<file path="src/rtl/mem_access_pkg.sv">
// Shared types and helpers for the data-memory initiator: funct3 encodings,
// FSM states and the store lane-steering / legality functions.
package mem_access_pkg;

  localparam logic [2:0] F3_B  = 3'd0;
  localparam logic [2:0] F3_H  = 3'd1;
  localparam logic [2:0] F3_W  = 3'd2;
  localparam logic [2:0] F3_BU = 3'd4;
  localparam logic [2:0] F3_HU = 3'd5;

  typedef enum logic [1:0] {
    IDLE,
    RD_WAIT,
    WR_HOLD,
    RESP
  } state_e;

  // Misaligned halfword/word, undefined funct3, or an unsigned-width store.
  function automatic logic is_illegal(input logic we, input logic [2:0] funct3,
                                      input logic [1:0] addr_lo);
    case (funct3)
      F3_B:    return 1'b0;
      F3_H:    return addr_lo[0];
      F3_W:    return addr_lo != 2'b00;
      F3_BU:   return we;
      F3_HU:   return we | addr_lo[0];
      default: return 1'b1;
    endcase
  endfunction

  function automatic logic [3:0] store_byteena(input logic [2:0] funct3,
                                               input logic [1:0] addr_lo);
    case (funct3)
      F3_B:    return 4'b0001 << addr_lo;
      F3_H:    return 4'b0011 << {addr_lo[1], 1'b0};
      F3_W:    return 4'b1111;
      default: return 4'b0000;
    endcase
  endfunction

  function automatic logic [31:0] store_lanes(input logic [2:0] funct3,
                                              input logic [31:0] wdata);
    case (funct3)
      F3_B:    return {4{wdata[7:0]}};
      F3_H:    return {2{wdata[15:0]}};
      F3_W:    return wdata;
      default: return 32'h0;
    endcase
  endfunction

endpackage

</file>
<file path="src/rtl/mem_load_align.sv">
// Selects the addressed byte/halfword lane of a memory read word and
// sign- or zero-extends it to 32 bits.
module mem_load_align
  import mem_access_pkg::*;
(
  input  logic [31:0] mem_q,
  input  logic [2:0]  funct3,
  input  logic [1:0]  addr_lo,
  output logic [31:0] rdata
);

  logic [7:0]  byte_sel;
  logic [15:0] half_sel;

  always_comb begin
    byte_sel = mem_q[{addr_lo, 3'b000} +: 8];
    half_sel = addr_lo[1] ? mem_q[31:16] : mem_q[15:0];
    case (funct3)
      F3_B:    rdata = {{24{byte_sel[7]}}, byte_sel};
      F3_H:    rdata = {{16{half_sel[15]}}, half_sel};
      F3_W:    rdata = mem_q;
      F3_BU:   rdata = {24'h0, byte_sel};
      F3_HU:   rdata = {16'h0, half_sel};
      default: rdata = 32'h0;
    endcase
  end

endmodule

</file>
<file path="src/rtl/mem_access_unit.sv">
// Data-memory initiator: accepts one load/store per handshake, holds the memory
// addresses/strobes for the required cycles and returns an aligned load result.
module mem_access_unit
  import mem_access_pkg::*;
#(
  parameter int ADDR_W  = 15,
  parameter int RD_LAT  = 4,
  parameter int WR_HOLD = 4
) (
  input  logic              clk,
  input  logic              rst,
  input  logic              req_valid,
  output logic              req_ready,
  input  logic              req_we,
  input  logic [2:0]        req_funct3,
  input  logic [31:0]       req_addr,
  input  logic [31:0]       req_wdata,
  output logic              resp_valid,
  output logic [31:0]       resp_rdata,
  output logic              resp_err,
  output logic [ADDR_W-1:0] mem_rdaddress,
  output logic [ADDR_W-1:0] mem_wraddress,
  output logic              mem_wren,
  output logic [3:0]        mem_byteena,
  output logic [31:0]       mem_data,
  input  logic [31:0]       mem_q
);

  localparam int CNT_MAX = (RD_LAT > WR_HOLD) ? RD_LAT : WR_HOLD;
  localparam int CNT_W   = $clog2(CNT_MAX + 1);

  // The WR_HOLD parameter shadows the imported state literal, so states are
  // always referenced through the package scope here.
  state_e            state_q, state_d;
  logic [CNT_W-1:0]  cnt_q, cnt_d;
  logic              we_q, we_d;
  logic [2:0]        funct3_q, funct3_d;
  logic [ADDR_W+1:0] addr_q, addr_d;
  logic [31:0]       wdata_q, wdata_d;
  logic              err_q, err_d;
  logic [31:0]       rdata_q, rdata_d;
  logic [31:0]       load_data;
  logic              unused_addr_hi;

  assign unused_addr_hi = ^req_addr[31:ADDR_W+2];

  mem_load_align u_load_align (
    .mem_q   (mem_q),
    .funct3  (funct3_q),
    .addr_lo (addr_q[1:0]),
    .rdata   (load_data)
  );

  // NOTE: sequential state uses non-blocking assignments so every flop samples
  // the pre-edge values of its inputs, independent of statement order.
  always_ff @(posedge clk or posedge rst) begin
    if (rst) begin
      state_q  <= mem_access_pkg::IDLE;
      cnt_q    <= '0;
      we_q     <= 1'b0;
      funct3_q <= 3'd0;
      addr_q   <= '0;
      wdata_q  <= 32'h0;
      err_q    <= 1'b0;
      rdata_q  <= 32'h0;
    end else begin
      state_q  <= state_d;
      cnt_q    <= cnt_d;
      we_q     <= we_d;
      funct3_q <= funct3_d;
      addr_q   <= addr_d;
      wdata_q  <= wdata_d;
      err_q    <= err_d;
      rdata_q  <= rdata_d;
    end
  end

  // NOTE: every variable gets a default at the top of the block so no path
  // leaves it unassigned, which would otherwise infer a latch.
  always_comb begin
    state_d  = state_q;
    cnt_d    = (cnt_q == CNT_W'(CNT_MAX)) ? cnt_q : cnt_q + 1'b1;
    we_d     = we_q;
    funct3_d = funct3_q;
    addr_d   = addr_q;
    wdata_d  = wdata_q;
    err_d    = err_q;
    rdata_d  = rdata_q;
    case (state_q)
      mem_access_pkg::IDLE: begin
        cnt_d = '0;
        if (req_valid) begin
          we_d     = req_we;
          funct3_d = req_funct3;
          addr_d   = req_addr[ADDR_W+1:0];
          wdata_d  = req_wdata;
          err_d    = is_illegal(req_we, req_funct3, req_addr[1:0]);
          rdata_d  = 32'h0;
          if (err_d)       state_d = mem_access_pkg::RESP;
          else if (req_we) state_d = mem_access_pkg::WR_HOLD;
          else             state_d = mem_access_pkg::RD_WAIT;
        end
      end
      mem_access_pkg::RD_WAIT: begin
        // q has been stable for RD_LAT cycles of held rdaddress by now.
        if (cnt_q == CNT_W'(RD_LAT - 1)) begin
          rdata_d = load_data;
          state_d = mem_access_pkg::RESP;
        end
      end
      mem_access_pkg::WR_HOLD: begin
        if (cnt_q == CNT_W'(WR_HOLD - 1)) state_d = mem_access_pkg::RESP;
      end
      mem_access_pkg::RESP: state_d = mem_access_pkg::IDLE;
      default:              state_d = mem_access_pkg::IDLE;
    endcase
  end

  assign mem_rdaddress = addr_q[ADDR_W+1:2];
  assign mem_wraddress = addr_q[ADDR_W+1:2];

  always_comb begin
    req_ready   = (state_q == mem_access_pkg::IDLE);
    resp_valid  = (state_q == mem_access_pkg::RESP);
    resp_err    = resp_valid & err_q;
    resp_rdata  = resp_valid ? rdata_q : 32'h0;
    mem_wren    = 1'b0;
    mem_byteena = 4'b0000;
    mem_data    = 32'h0;
    if (state_q == mem_access_pkg::WR_HOLD) begin
      mem_wren    = 1'b1;
      mem_byteena = store_byteena(funct3_q, addr_q[1:0]);
      mem_data    = store_lanes(funct3_q, wdata_q);
    end
  end

endmodule

</file>
<file path="config.mk">
export PLATFORM = sky130hd
export DESIGN_NAME = mem_access_unit
export DESIGN_NICKNAME = d
export VERILOG_FILES = /design/src/rtl/mem_access_pkg.sv /design/src/rtl/mem_load_align.sv /design/src/rtl/mem_access_unit.sv
export SDC_FILE = /design/constraint.sdc
export NUM_CORES = 1
export LEC_CHECK = 0
export ABC_AREA = 1
export CAP_MARGIN = 25
export CELL_PAD_IN_SITES_DETAIL_PLACEMENT = 1
export CELL_PAD_IN_SITES_GLOBAL_PLACEMENT = 1
export CORE_MARGIN = 5
export CORE_UTILIZATION = 47
export CTS_CLUSTER_SIZE = 28
export DETAILED_ROUTE_END_ITERATION = 12
export DONT_BUFFER_PORTS = 1
export GPL_TIMING_DRIVEN = 0
export PLACE_DENSITY = 0.86
export SLEW_MARGIN = 20
export SYNTH_ARGS = -nofsm -noshare
export SYNTH_HDL_FRONTEND = slang
export SYNTH_SLANG_ARGS = --single-unit
</file>
<file path="constraint.sdc">
create_clock -name clk -period 5.6 [get_ports clk]
set_input_delay 0.56 -clock clk [delete_from_list [all_inputs] [get_ports clk]]
set_output_delay 0.56 -clock clk [all_outputs]
set_load 0.005 [all_outputs]
</file>
==> flow_metrics.env, run 1 <==
export IMPL_status="complete, no violations"
export IMPL_core_area_um2=11910
export IMPL_fin_area_um2=6151
export IMPL_pwr_share_clk_pct=18.0
export IMPL_n_fill_cell=1625
export IMPL_cts_tree="yes"
export IMPL_holdCritPathClass="input port to asynchronous set/reset pin"
export IMPL_antenna_found_initial=0
export IMPL_grt_pass1_wl_mm=29.12
export IMPL_synth_top_cells_by_area="dfrtp_1 (40%), nand2_1 (26%), inv_1 (7.3%)"
export IMPL_cp_arrival_ns=2.32
export IMPL_antennaDiodeCount=0
export IMPL_synthCells=850
export IMPL_area_growth_pct=9.026
export IMPL_wirelength_mm=17.99
export IMPL_p_sw_share_pct=46.12
export IMPL_startpoint_type="register"
export IMPL_maxCapViolations=0
export IMPL_synth_fa_ha_area_share_pct=1.552
export IMPL_yosys_area_share_xor_xnor_pct=0
export IMPL_ys_warn_count=0
export IMPL_synthMuxAreaShare_pct=0
export IMPL_power_total_uw=3458
export IMPL_leakage_uw=0.003713
export IMPL_clock_latency_ns=0.35
export IMPL_cts_buffers=9
export IMPL_fmax_ghz=0.3470
export IMPL_relSlewSlack_pct=66.27
export IMPL_internal_power_uw=1863
export IMPL_clock_skew_ns=0.008649
export IMPL_die_w_um=119.6
export IMPL_hold_buffers=0
export IMPL_htreeDepth=3
export IMPL_ios=205
export IMPL_finalSetupViolCount=0
export IMPL_final_layout_size_suffix_gt1_share_pct=10.96
export IMPL_track_usage_pct=25.78
export IMPL_powerDensity_nw_per_um2=562.1
export IMPL_ant_nets=0
export IMPL_vias=5205
export IMPL_rows=40
export IMPL_initial_utilization_pct=47.36
export IMPL_placed_cell_area_um2=5856
export IMPL_dp_cells=998
export IMPL_worstSetupPathType="register to output port"
export IMPL_first_pass_iters=4
export IMPL_synth_simple_gate_area_share_pct=36.33
export IMPL_gp_congestion=0.9017
export IMPL_detail_route_drc_violations=0
export IMPL_dp_hpwl_mm=14.09
export IMPL_combPwrFrac_pct=49.8
export IMPL_port_buffer_count=0
export IMPL_ys_types=34
export IMPL_fin_crit_sh_pct=51.46
export IMPL_synth_nets=960
export IMPL_viasPerCell=5.133
export IMPL_rsz0062_at_grt="no"
export IMPL_cts_repair_resized=0
export IMPL_slew_violations=0
export IMPL_crit_fanout=8
export IMPL_yosysTopAreaCellShare_pct=39.92
export IMPL_tightest_slew_ns=0.5060
export IMPL_synth_top_cell_by_area="dfrtp_1"
export IMPL_synth_top_family_by_area="simple AND/OR/NAND/NOR gates"
export IMPL_final_cells=1014
export IMPL_tns_ns=0
export IMPL_synth_compound_area_share_pct=6.432
export IMPL_grt_pass1_vias=5582
export IMPL_end_kind="output port"
export IMPL_clk_path_buf_depth=2
export IMPL_fin_nets=972
export IMPL_clock_sinks=90
export IMPL_die_h_um=119.6
export IMPL_min_period_ns=2.882
export IMPL_clockRootBuffer="clkbuf_16"
export IMPL_path_clk_slew_ns=0.07
export IMPL_grt_max_degree=58
export IMPL_hold_viol=0
export IMPL_ys_ff_latch=90
export IMPL_post_cts_buffers=0
export IMPL_p_sw_uw=1595
export IMPL_die_area_um2=14290
export IMPL_vdd_ir_drop_max_uv=235.6
export IMPL_first_iter_violations=292
export IMPL_avgSynthCellArea_um2=6.637
export IMPL_cp_required_ns=5.04
export IMPL_synth_area_um2=5642
export IMPL_wl_per_cell_um=17.74
export IMPL_overflow=0
export IMPL_synth_seq_area_share_pct=39.92
export IMPL_pwr_share_seq_pct=32.3
placed cells by master (no fill, tap or decap), drive strengths merged, types with 17 or more instances in the layout:
master  instances
nor2           65
o21ai          37
buf            57
nand3          39
nand2         399
clkbuf         20
dfrtp          90
a21oi          17
inv           117
cells by family after synthesis:
family,after synthesis
buffers and inverters,183
DFF,90
AOI/OAI and AO/OA,64
and+or+nand+nor,506
adders and majority gates,7
synth_stat cells, drive strengths merged:
| cell type | number |
|---|---|
| nand2 | 399 |
| a21oi | 17 |
| a21boi | 1 |
| dfrtp | 90 |
| o31ai | 1 |
| o211ai | 7 |
| ha | 7 |
| inv | 116 |
| nand3b | 1 |
| and2 | 1 |
| o21ai | 37 |
| nor2 | 65 |
| nand3 | 39 |
| clkbuf | 10 |
| buf | 56 |
| nand4 | 1 |
| clkinv | 1 |
| a31oi | 1 |
worst max-delay path, cell delays in order, from the launching register on:
cell and delay [ns]:
dfrtp_1 0.42, inv_1 0.11, ha_1 0.24, buf_2 0.25, inv_1 0.19, a21oi_2 0.28
inv_2 0.16, nor2_4 0.14, nand2_1 0.07, nand2_1 0.10
per-layer routing:
layer  track usage, %  wire, um  vias to the layer above
met5                0         0                        -
met4            9.091       448                        0
met3            6.927      1311                       28
met2            45.48      9037                      172
met1            30.16      7188                     2473
li1                 -         -                     2532
final timing paths:
path | startpoint | to | slack, ns | depth (start not counted)
setup / recovery | state_q[0] | mem_data[23] | 2.72 | 9
hold / removal | rst | rdata_q[6] | 0.1 | 1
setup reg to reg | state_q[0] | rdata_q[18] | 3.62 | 9
hold reg to reg | rdata_q[14] | rdata_q[14] | 0.48 | 2
max in group asynchronous | rst | rdata_q[27] | 4.86 | 2
min in group clk | req_addr[3] | addr_q[3] | 0.32 | 2
flip-flops by register name (all words and copies together), names as in the netlist:
register	count
wdata_q	32
cnt_q	3
err_q	1
state_q	2
funct3_q	3
rdata_q	32
addr_q	17
metrics by stage:
stage	hold WS (ns)	setup WS, ns	util, %
finish	0.09737	2.718	51.64
floorplan	0.4487	2.705	-
detailed placement	0.4649	3.076	49.16
CTS	0.1018	2.677	51.64
global placement	0.4613	1.741	48.91
global route	0.1345	2.549	51.64
power by group through the flow:
stage	clock, uW	combinational [uW]	sequential, uW
after floorplan	0	1320	1070
after global placement	0	1640	1110
after detailed placement	0	1730	1130
after CTS	634	1740	1120
after global routing	656	1960	1150
final	622	1720	1120
layout make-up:
cell class,instances,area [um^2],share of cell area [%]
buffer,66,442.9,7.201
clock buffer,10,229.0,3.723
clock inverter,6,66.31,1.078
inverter,117,449.2,7.303
multi-input combinational,577,2500,40.64
sequential,90,2252,36.62
tap,147,183.9,2.990
timing repair buffer,1,27.53,0.4475
Note: power is estimated with default switching activity, not from simulation.
==> inputs of run 2 (changes only) <==
--- a/config.mk
+++ b/config.mk
@@ -10,12 +10,12 @@
 export CELL_PAD_IN_SITES_DETAIL_PLACEMENT = 1
 export CELL_PAD_IN_SITES_GLOBAL_PLACEMENT = 1
 export CORE_MARGIN = 5
-export CORE_UTILIZATION = 47
+export CORE_UTILIZATION = 44
 export CTS_CLUSTER_SIZE = 28
 export DETAILED_ROUTE_END_ITERATION = 12
 export DONT_BUFFER_PORTS = 1
 export GPL_TIMING_DRIVEN = 0
-export PLACE_DENSITY = 0.86
+export PLACE_DENSITY = 0.82
 export SLEW_MARGIN = 20
 export SYNTH_ARGS = -nofsm -noshare
 export SYNTH_HDL_FRONTEND = slang
==> constraint.sdc (replaced) <==
create_clock -name clk -period 2.7 [get_ports clk]
set_input_delay 0.27 -clock clk [delete_from_list [all_inputs] [get_ports clk]]
set_output_delay 0.27 -clock clk [all_outputs]
set_load 0.005 [all_outputs]
==> run 2 against run 1 <==
Net effect: design area up 1.3%; register-to-register slack got worse by 2.9 ns; clock power increased by 130%; via count rose by 2.3%; routed wire length increased by 1.0%; flip-flop and latch count unchanged; cell count up 2.6%; worst setup slack got worse by 2.5 ns; hold slack worse by 0.075 ns; count of clock-buffer cells in the layout down 1; sequential share of layout area down 0.47 points.
==> flow_metrics.env, run 2 (synthesis results as in run 1) <==
export IMPL_rows=41
export IMPL_crit_slowest_cell="dfrtp_1"
export IMPL_core_area_um2=12620
export IMPL_path_clk_slew_ns=0.07
export IMPL_die_h_um=123.2
export IMPL_antennaDiodeCount=0
export IMPL_die_w_um=123.2
export IMPL_r2r_slack_ns=0.70
export IMPL_cp_arrival_ns=2.20
export IMPL_finalSetupViolCount=0
export IMPL_wl_met2_mm=9.046
export IMPL_overflow=0
export IMPL_area_growth_pct=10.45
export IMPL_cts_tree="yes"
export IMPL_holdCritPathClass="input port to register"
export IMPL_min_path_cells=2
export IMPL_crit_fanout=8
export IMPL_clockRootBuffer="clkbuf_16"
export IMPL_wirelength_mm=18.17
export IMPL_status="complete, no violations"
export IMPL_r2r_cells=9
export IMPL_port_buffer_count=0
export IMPL_tns_ns=0
export IMPL_maxCapViolations=0
export IMPL_relSlewSlack_pct=65.51
export IMPL_track_usage_pct=24.75
export IMPL_layout_common_cells="nand2_1 (392), inv_1 (108), dfrtp_1 (90), nor2_1 (60), nand3_1 (38)"
export IMPL_whs_endpoint="wdata_q[29]"
export IMPL_htreeDepth=3
export IMPL_end_kind="output port"
export IMPL_fin_crit_sh_pct=91.47
export IMPL_antenna_found_initial=0
export IMPL_clock_sinks=90
export IMPL_startpoint_type="register"
export IMPL_multiInputGateArea_um2=2507
export IMPL_hold_viol=0
export IMPL_cp_required_ns=2.43
export IMPL_vias=5324
export IMPL_first_pass_iters=4
export IMPL_fin_nets=973
export IMPL_highest_layer="met4"
export IMPL_top_regs="rdata_q x32, wdata_q x32, addr_q x17"
export IMPL_grt_pass1_vias=5812
export IMPL_fin_area_um2=6231
export IMPL_die_area_um2=15190
export IMPL_vdd_ir_drop_max_uv=484.8
export IMPL_min_period_ns=2.470
export IMPL_initial_utilization_pct=44.71
export IMPL_power_total_uw=7306
export IMPL_worstSetupPathType="register to output port"
export IMPL_powerDensity_nw_per_um2=1172
export IMPL_cpPeakStageDelay_ns=0.41
export IMPL_slew_violations=0
export IMPL_wl_per_cell_um=17.47
export IMPL_grt_pass1_wl_mm=29.37
export IMPL_rsz0062_at_grt="no"
export IMPL_detail_route_drc_violations=0
export IMPL_first_iter_violations=276
export IMPL_worstHoldStart="req_wdata[29]"
export IMPL_clock_latency_ns=0.36
export IMPL_viasPerCell=5.119
export IMPL_gp_congestion=0.8800
export IMPL_cts_buffers=9
export IMPL_cp_top_family="buffers and inverters"
export IMPL_clock_skew_ns=0.008318
export IMPL_leakage_uw=0.003740
export IMPL_cp_num_buf_inv=4
export IMPL_tightest_slew_ns=0.5173
export IMPL_n_fill_cell=1718
export IMPL_grt_max_degree=60
export IMPL_wl_met1_mm=7.361
export IMPL_timing_rr_end="rdata_q[11]"
export IMPL_final_layout_size_suffix_gt1_share_pct=11.06
export IMPL_worstPathCellList="inv_1, ha_1, buf_2, inv_1, a21oi_4, inv_2, nor2_4, nand2_1, nand2_1"
export IMPL_final_common_cell="nand2_1"
export IMPL_clk_path_buf_depth=2
export IMPL_dp_hpwl_mm=14.38
export IMPL_placed_cell_area_um2=5889
export IMPL_ant_nets=0
export IMPL_regArea_um2=2252
export IMPL_ios=205
export IMPL_fmax_ghz=0.4049
export IMPL_wl_met3_mm=1.301
export IMPL_rr_startpoint="state_q[0]"
-- run 2: worst max-delay path by stage --
stage | from | end | slack [ns] | cells after the start
2_1_floorplan | rst | addr_q[0] | 0.09 | 1
4_1_cts | state_q[0] | mem_data[23] | 0.13 | 9
3_3_place_gp | rst | addr_q[16] | -0.96 | 1
5_1_grt | state_q[0] | mem_data[23] | 0.09 | 9
3_5_place_dp | state_q[0] | mem_data[23] | 0.52 | 9
6_report | state_q[0] | mem_data[23] | 0.23 | 9
-- run 2: layer usage --
metal	vias to the layer above	global-route usage [%]
met1	2592	29.23
li1	2541	-
met4	0	8.997
met3	30	7.182
met5	-	0
met2	161	42.75
-- run 2: where the power goes --
group,switching (uW),internal [uW]
sequential,408,1930
combinational,2350,1220
clock,581,820
-- run 2: layout make-up --
class | count | share of cell area (%)
buffer | 66 | 7.108
clock buffer | 9 | 3.614
clock inverter | 7 | 1.586
inverter | 117 | 7.249
multi-input combinational | 577 | 40.24
sequential | 90 | 36.14
tap | 172 | 3.454
timing repair buffer | 2 | 0.6024
-- run 2: what timing repair did --
action / in CTS / in global routing
endpoints found under the setup margin: 0 / 1
hold buffers: 1 / 0
hold endpoints to repair: 31 / 0
buffers inserted: 0 / 0
resized for setup: 0 / 1
-- run 2: through the flow --
step           setup slack, ns  util, %  std cells  hold slack [ns]
2_1_floorplan          0.09474        -        850           0.3796
3_3_place_gp           -0.9617    46.41       1022           0.3825
3_5_place_dp            0.5192    46.67       1023           0.1301
4_1_cts                 0.1252    49.32       1040          0.01697
5_1_grt                0.09496    49.38       1040          0.02195
6_report                0.2303    49.38       1040          0.02252
